--- config.mk ---
export PLATFORM = sky130hd
export DESIGN_NAME = serial_subtractor_64bit
export DESIGN_NICKNAME = d
export VERILOG_FILES = /design/src/rtl/serial_subtractor_64bit.sv
export SDC_FILE = /design/constraint.sdc
export NUM_CORES = 1
export LEC_CHECK = 0
export ABC_AREA = 0
export BUFFER_PORTS_ARGS = -buffer_cell sky130_fd_sc_hd__buf_2
export CAP_MARGIN = 20
export CORE_ASPECT_RATIO = 0.75
export CORE_UTILIZATION = 45
export DETAILED_ROUTE_END_ITERATION = 10
export PLACE_DENSITY = 0.64
export SLEW_MARGIN = 10
export SYNTH_ARGS = -nofsm -noshare
export SYNTH_HDL_FRONTEND = slang
export SYNTH_SLANG_ARGS = --single-unit
--- constraint.sdc ---
create_clock -name clk -period 2.2 [get_ports clk]
set_input_delay 0.11 -clock clk [delete_from_list [all_inputs] [get_ports clk]]
set_output_delay 0.11 -clock clk [all_outputs]
set_load 0.01 [all_outputs]
--- src/rtl/serial_subtractor_64bit.sv ---
// Digit-serial unsigned subtractor: Diff = A - B - Bin, DIGIT bits per clock, LSB first.
// Optional signed-overflow output Vout is enabled by defining SUB_OVERFLOW_EN.
module serial_subtractor_64bit #(
   parameter int unsigned WIDTH = 64,
   parameter int unsigned DIGIT = 4
) (
   input  logic             clk,
   input  logic             rst,
   input  logic [WIDTH-1:0] A,
   input  logic [WIDTH-1:0] B,
   input  logic             Bin,
   input  logic             in_valid,
   output logic             in_ready,
   output logic [WIDTH-1:0] Diff,
   output logic             Bout,
   output logic             out_valid,
`ifdef SUB_OVERFLOW_EN
   output logic             Vout,
`endif
   input  logic             out_ready
);

   localparam int unsigned N    = WIDTH / DIGIT;
   localparam int unsigned CW   = (N > 1) ? $clog2(N) : 1;
   localparam logic [CW-1:0] LAST = CW'(N - 1);

   generate
      if (WIDTH % DIGIT != 0) begin : g_bad_digit
         $error("serial_subtractor_64bit: WIDTH must be a multiple of DIGIT");
      end
   endgenerate

   typedef enum logic [1:0] {
      IDLE = 2'd0,
      RUN  = 2'd1,
      DONE = 2'd2
   } state_t;

   state_t           state_q, state_d;
   logic [WIDTH-1:0] a_q, a_d;
   logic [WIDTH-1:0] b_q, b_d;
   logic [WIDTH-1:0] res_q, res_d;
   logic [WIDTH-1:0] diff_q, diff_d;
   logic             borrow_q, borrow_d;
   logic             bout_q, bout_d;
   logic [CW-1:0]    cnt_q, cnt_d;
`ifdef SUB_OVERFLOW_EN
   logic             a_msb_q, a_msb_d;
   logic             b_msb_q, b_msb_d;
   logic             vout_q, vout_d;
`endif

   // One DIGIT-wide borrow slice; the extra top bit is the borrow out of this digit.
   logic [DIGIT-1:0] chunk;
   logic             borrow_n;
   assign {borrow_n, chunk} = {1'b0, a_q[DIGIT-1:0]}
                            - {1'b0, b_q[DIGIT-1:0]}
                            - (DIGIT+1)'(borrow_q);

   assign in_ready  = (state_q == IDLE) && !rst;
   assign out_valid = (state_q == DONE);
   assign Diff      = diff_q;
   assign Bout      = bout_q;
`ifdef SUB_OVERFLOW_EN
   assign Vout      = vout_q;
`endif

   always_comb begin
      state_d  = state_q;
      a_d      = a_q;
      b_d      = b_q;
      res_d    = res_q;
      diff_d   = diff_q;
      borrow_d = borrow_q;
      bout_d   = bout_q;
      cnt_d    = cnt_q;
`ifdef SUB_OVERFLOW_EN
      a_msb_d  = a_msb_q;
      b_msb_d  = b_msb_q;
      vout_d   = vout_q;
`endif
      unique case (state_q)
         IDLE: begin
            if (in_valid) begin
               a_d      = A;
               b_d      = B;
               borrow_d = Bin;
               cnt_d    = '0;
               state_d  = RUN;
`ifdef SUB_OVERFLOW_EN
               a_msb_d  = A[WIDTH-1];
               b_msb_d  = B[WIDTH-1];
`endif
            end
         end
         RUN: begin
            a_d      = a_q >> DIGIT;
            b_d      = b_q >> DIGIT;
            res_d    = {chunk, res_q[WIDTH-1:DIGIT]};
            borrow_d = borrow_n;
            cnt_d    = cnt_q + 1'b1;
            if (cnt_q == LAST) begin
               diff_d  = {chunk, res_q[WIDTH-1:DIGIT]};
               bout_d  = borrow_n;
               state_d = DONE;
`ifdef SUB_OVERFLOW_EN
               vout_d  = (a_msb_q ^ b_msb_q) & (chunk[DIGIT-1] ^ a_msb_q);
`endif
            end
         end
         DONE: begin
            if (out_ready) state_d = IDLE;
         end
         default: state_d = IDLE;
      endcase
   end

   always_ff @(posedge clk) begin
      if (rst) begin
         state_q  <= IDLE;
         a_q      <= '0;
         b_q      <= '0;
         res_q    <= '0;
         diff_q   <= '0;
         borrow_q <= 1'b0;
         bout_q   <= 1'b0;
         cnt_q    <= '0;
`ifdef SUB_OVERFLOW_EN
         a_msb_q  <= 1'b0;
         b_msb_q  <= 1'b0;
         vout_q   <= 1'b0;
`endif
      end else begin
         state_q  <= state_d;
         a_q      <= a_d;
         b_q      <= b_d;
         res_q    <= res_d;
         diff_q   <= diff_d;
         borrow_q <= borrow_d;
         bout_q   <= bout_d;
         cnt_q    <= cnt_d;
`ifdef SUB_OVERFLOW_EN
         a_msb_q  <= a_msb_d;
         b_msb_q  <= b_msb_d;
         vout_q   <= vout_d;
`endif
      end
   end

endmodule

Yosys cells after proc, flatten, opt, wreduce, memory -nomap -nowiden
Cells that the tools add are included.

Bits in registers: 264. Bits of input ports: 133. Output and inout bits: 67. Word-level logic and storage cells: 36.

Add/subtract/negate cells: 3. Equality and inequality tests: 6. Muxes and demuxes: 12. Reductions and logical operators: 7.

Operators with widths (count): one-hot mux 64 bit (2 select lines) (2); two-way mux 64 bit (2); one-hot mux 4 bit (2 select lines) (1); two-way mux 2 bit (3); one-hot mux 2 bit (3 select lines) (1); subtractor 4 x 4 -> 5 bit (1); subtractor 5 x 1 -> 5 bit (1); adder 4 x 1 -> 4 bit (second input constant) (1); == test 4 bit (second input constant) (1); two-way mux 4 bit (1); != test 2 bit (second input constant) (2); AND reduction 2 bit (2); AND reduction 3 bit (1); == test 2 x 1 -> 1 bit (second input constant) (1); == test 2 bit (second input constant) (1); logical NOT 2 bit (1); != test 2 x 1 -> 1 bit (second input constant) (1); one-hot mux 1 bit (2 select lines) (1); nonzero test 2 bit (1); logical AND 1 bit (1); logical NOT 1 bit (1); two-way mux 1 bit (1).

Depth between registers and ports, before layout
Depth in word-level cells: 3. Mapped depth: 8. Depth with buffers taken out: 8.

Worst setup path after synthesis
No wires, ideal clock.

Kind: reg2reg. Start point: register b_q[0]. End point: register bout_q (netlist: Bout). Setup time: 0.086 ns. Data arrival time: 1.789 ns. Required time: 2.114 ns. Path slack: 0.326 ns. Stages on the path, launching flop included: 8. Path buffers: 0. Period minus slack after synthesis: 1.874 ns. Path through: dfxtp_1 -> inv_1 -> fa_1 -> fa_1 -> nand2b_1 -> a21oi_1 -> xnor2_1 -> a211oi_1.

Cells in the longest elaborated chain, start to end: 2.

RTL lines: start: declaration (RTL line 41) `logic [WIDTH-1:0] b_q, b_d;`; start signal: assignment (RTL line 122) `b_q <= '0;`; start signal: assignment (RTL line 136) `b_q <= b_d;`; subtractor 4 x 4 -> 5 bit (RTL line 57) `- {1'b0, b_q[DIGIT-1:0]}`; subtractor 5 x 1 -> 5 bit (RTL line 58) `- (DIGIT+1)'(borrow_q);`; end signal: assignment (RTL line 140) `bout_q <= bout_d;`; end: declaration (RTL line 45) `logic bout_q, bout_d;`.

Every way passes these cells. A chain may end at the register's enable or synchronous reset.

Final worst setup path
Start point: register state_q[1]. End point: output port out_valid.

Cells in the longest elaborated chain, start to end: 1.

RTL lines: start: declaration (RTL line 39) `state_t state_q, state_d;`; start signal: assignment (RTL line 134) `state_q <= state_d;`; == test 2 bit (RTL line 61) `assign out_valid = (state_q == DONE);`; end: declaration (RTL line 16) `output logic out_valid,`.

Every way passes these cells.

==> out/summary.md <==
Multiplexer cells account for 0.102% of the synthesized area. The tree built by TritonCTS fans out to 260 sinks. For this design the static power due to leakage is 5.71 nW. The level count of the clock H-tree was 1; the power per cell area was 827 mW/mm^2. Number of hold violations in the final report: 0.

The buffer cell driving the clock tree root is clkbuf_16. The final wirelength is 28500 microns, and the core footprint is 0.0240 sq mm. Yosys attributes the largest share of cell area to dfxtp_1, nor2_1, a21oi_1. The finished layout holds 2045 standard cells, fillers aside. Synthesis produced 1500 cells.

The share of async-settable or async-resettable flops after synthesis is 0%, and the worst slack on hold paths is 8.76 ps. The count of maximum capacitance violations came out at 0. The final RePlAce weighted congestion was 0.764; the transition time at the pin with the least slew margin was 908 ps. Setup repair after global routing left no endpoint under its margin.

The design draws 11.3 mW. Aggregate negative setup slack: 0 ps. On the critical path, the stage with the largest delay is an instance of dfxtp_4. Count of buffering cells on the critical path with inverters included: 2. In the final layout, the share of cells above drive strength 1 is 15.5%. The number of antenna violations at the first check in global routing is 2.

The die is 183 microns wide. For this run, global-route usage on met2 was measured as 32.6%. On the final layout, the worst clock skew is 21.9 ps.

The tools report the remaining global-route overflow as 0. The final critical path takes up 92.3% of the cycle. For this design the top-level I/O count stands at 200. Buffers added to address setup during post-CTS repair amount to 0. The logs give 47.2% for the sequential-to-total area share from yosys stat and 0.0252 sq mm for the die area. The synthesized netlist devotes 0.318% of its cell area to XOR and XNOR gates. Port buffering added 199 buffers.

The worst setup path is launched from a register. By count the netlist is led by nor2_1, dfxtp_1, nand2_1. After detailed routing, the average wire length per cell comes to 13.9 microns. The critical path in this run is classified as register to output pin. The layer with the highest usage is met1. The netlist uses 32 different library cells.

The logic gate share of total power was 14.7%; the stage delay of the slowest cell on the critical path was 490 ps. The combined global-route utilization of all metal layers came out at 22.0%. In this run the mean area of a mapped cell was 7.35 sq um. The run gives 16700 microns as the HPWL after detailed placement. The synthesized-area fraction occupied by and/or/nand/nor cells came out at 32.1%.

STA classifies the critical path endpoint as an output pin. Internal power summed over all cells: 8.32 mW. Data on the critical path arrives at its endpoint at 1920 ps. The switching fraction of total power was 26.3%.

Pre-CTS setup slack: 192 ps. The critical path goes through buf_6, nor2b_1, buf_2. The run gives 39.5% as the relative max-transition margin.

Including well taps, the total number of placed cells is 1924. Among all flip-flop cells after synthesis, the most frequent one is dfxtp_1. Yosys printed 0 warnings. The row count came out at 49. The first-pass GRT wire length is 45600 microns, and the residual antenna-violating net count after detailed routing is 0. The logs give 2387 for the number of filler instances in the final layout and 0.00521 sq mm for the area occupied by registers. The part of the power in registers is 45.7%, and the largest net degree at the start of global routing is 190.

Broken down by cell family, the worst path's largest delay share belongs to buffers and inverters. The die is 138 microns tall. The logs give 746 for the iteration-0 DRC count of the detailed router and 530 ps for the insertion delay of the later-clocked pin in the worst-skew pair. By area, the combinational part of the netlist is dominated by simple AND/OR/NAND/NOR gates. The number of enable flip-flop cells after synthesis works out to 0. After Yosys synthesis, full adders, half adders and majority gates account for 1.16% of the synthesized area. The number of nets in the layout was 1834; the share of the synthesized area in compound gates (AO/OA/AOI/OAI) was 13.6%. The global routing met1 resource utilization is 32.9%, and the clock share of power is 39.6%. The portion of synthesized cell area occupied by the leading cell type was 47.2%; the worst supply voltage drop on vdd was 0.000511 V.

For the DRC violation count after routing, the log shows 0. Of all nets on the critical path, the largest fanout is 51. For this configuration, the core starts out at a cell density of 45.9%. Via count of the first global-routing pass: 9038.

Most instantiated library cell after synthesis: nor2_1. TritonCTS built the clock tree. The number of synthesized register bits was 260. After clock tree synthesis, the clock-pin slew on the worst setup and hold paths is 60 ps.

In the final layout, the multi-input gates occupy 0.00522 sq mm. In the routed layout, each cell is associated on average with a via count of 4.95. The run finished with clean final reports. Global routing used 3.25% of the available met3 tracks. The first detailed-routing pass ran for 5 iterations. The routed via count came out at 10100. At the worst endpoint, the required time is 2090 ps. The synthesized netlist occupies a cell area of 0.0110 sq mm. The number of nets in the synthesized netlist is 1642. Counting I/O delays and the setup requirement, the final critical path takes 2030 ps. The path class of the tightest hold or removal check is input pin to register. After layout, the worst setup slack is 170 ps.

The largest area contributor in the synthesized netlist was dfxtp_1. The clock passes through at most 3 buffers. Counting the buffers created by CTS gives 27. The run gives 0.493 GHz as the peak clock frequency supported by timing.

The final setup violation count came out at 0. For the max-slew violation count, the log shows 0. The relative area change from synthesis to final layout came out at 23.7%. Summed over all nets, the switching power comes to 2.96 mW.
==> final timing paths <==
path                      startpoint               endpoint  slack [ps]  cells past startpoint
min reg2reg   res_q[28]$_SDFFE_PP0P_  Diff[24]$_SDFFE_PP0P_         450                      2
max          state_q[1]$_SDFFE_PP0P_              out_valid         170                      3
max reg2reg      b_q[0]$_SDFFE_PP0P_  borrow_q$_SDFFE_PP0P_         180                      7
min                            A[59]   a_q[59]$_SDFFE_PP0P_           9                      5
==> what timing repair did <==
item / 4_1_cts / 5_1_grt
endpoints found under the hold margin: 70 / 0
resized for setup: 1 / 0
hold buffers: 70 / 0
endpoints found under the setup margin: 1 / 0
==> worst min-delay path: cells and delay by family <==
kind                   cells  cell delay [ps]
buffers and inverters      1              100
AOI/OAI and AO/OA          1               70
and+or+nand+nor            3              210
==> per-stage QoR <==
step / util [%] / instance area, sq um
floorplan: - / 11000
global placement: 50.2 / 12100
detailed placement: 50.2 / 12100
CTS: 56.8 / 13600
global route: 56.8 / 13600
finish: 56.8 / 13600
==> cells by family (layout without fill, tap and decap cells) <==
kind of cell / after synthesis / count (layout)
AND/OR/NAND/NOR: 817 / 817
AO/OA/AOI/OAI: 279 / 279
flip-flops: 260 / 260
buffers and inverters: 130 / 342
adder cells (fa/ha/maj): 9 / 9
XOR/XNOR: 4 / 4
multiplexers: 1 / 1
other: 0 / 2
==> power by group through the flow <==
stage / logic [mW] / registers (mW) / clock network, mW
after floorplan: 1.20 / 5.21 / 0
after CTS: 1.66 / 5.16 / 4.56
after global placement: 1.54 / 5.25 / 0
after detailed placement: 1.56 / 5.26 / 0
final: 1.66 / 5.16 / 4.47
after global routing: 1.88 / 5.20 / 4.76
==> state kept, by name, summed over array words and instances (netlist names) <==
register / cells
Bout: 1
Diff: 64
a_q: 64
b_q: 64
borrow_q: 1
cnt_q: 4
res_q: 60
state_q: 2
==> layer usage <==
metal / vias to the layer above / share of wire (%)
met1: 4595 / 51
met2: 243 / 42
li1: 5241 / -
met5: - / 0.046
met4: 2 / 2.3
met3: 48 / 4.7
==> layout by cell type, fill, tap and decap left out, drive strengths merged <==
master / count
nand2b: 5
o21ai: 14
mux2: 1
nand3: 2
a22oi: 13
inv: 9
nand3b: 4
o31ai: 1
o22ai: 1
buf: 214
a22o: 8
clkinv: 5
a21oi: 231
nor2: 340
diode: 2
bufinv: 1
a211oi: 9
clkbuf: 43
dfxtp: 260
or2: 1
ha: 7
and2: 1
a32oi: 1
a21o: 1
xnor2: 4
nand2: 247
fa: 2
dlygate4sd3: 70
nor2b: 111
nor3: 106
==> cell type report <==
cell class,instances,area share (%)
multi-input cells,1110,38.2
flip-flops and latches,260,38.2
clock buffers,42,5.88
clock inverters,7,0.468
repair buffers,285,14.0
diodes,2,0.0367
well taps,331,3.03
inverters,8,0.220
Power figures use the tool's default switching activity.
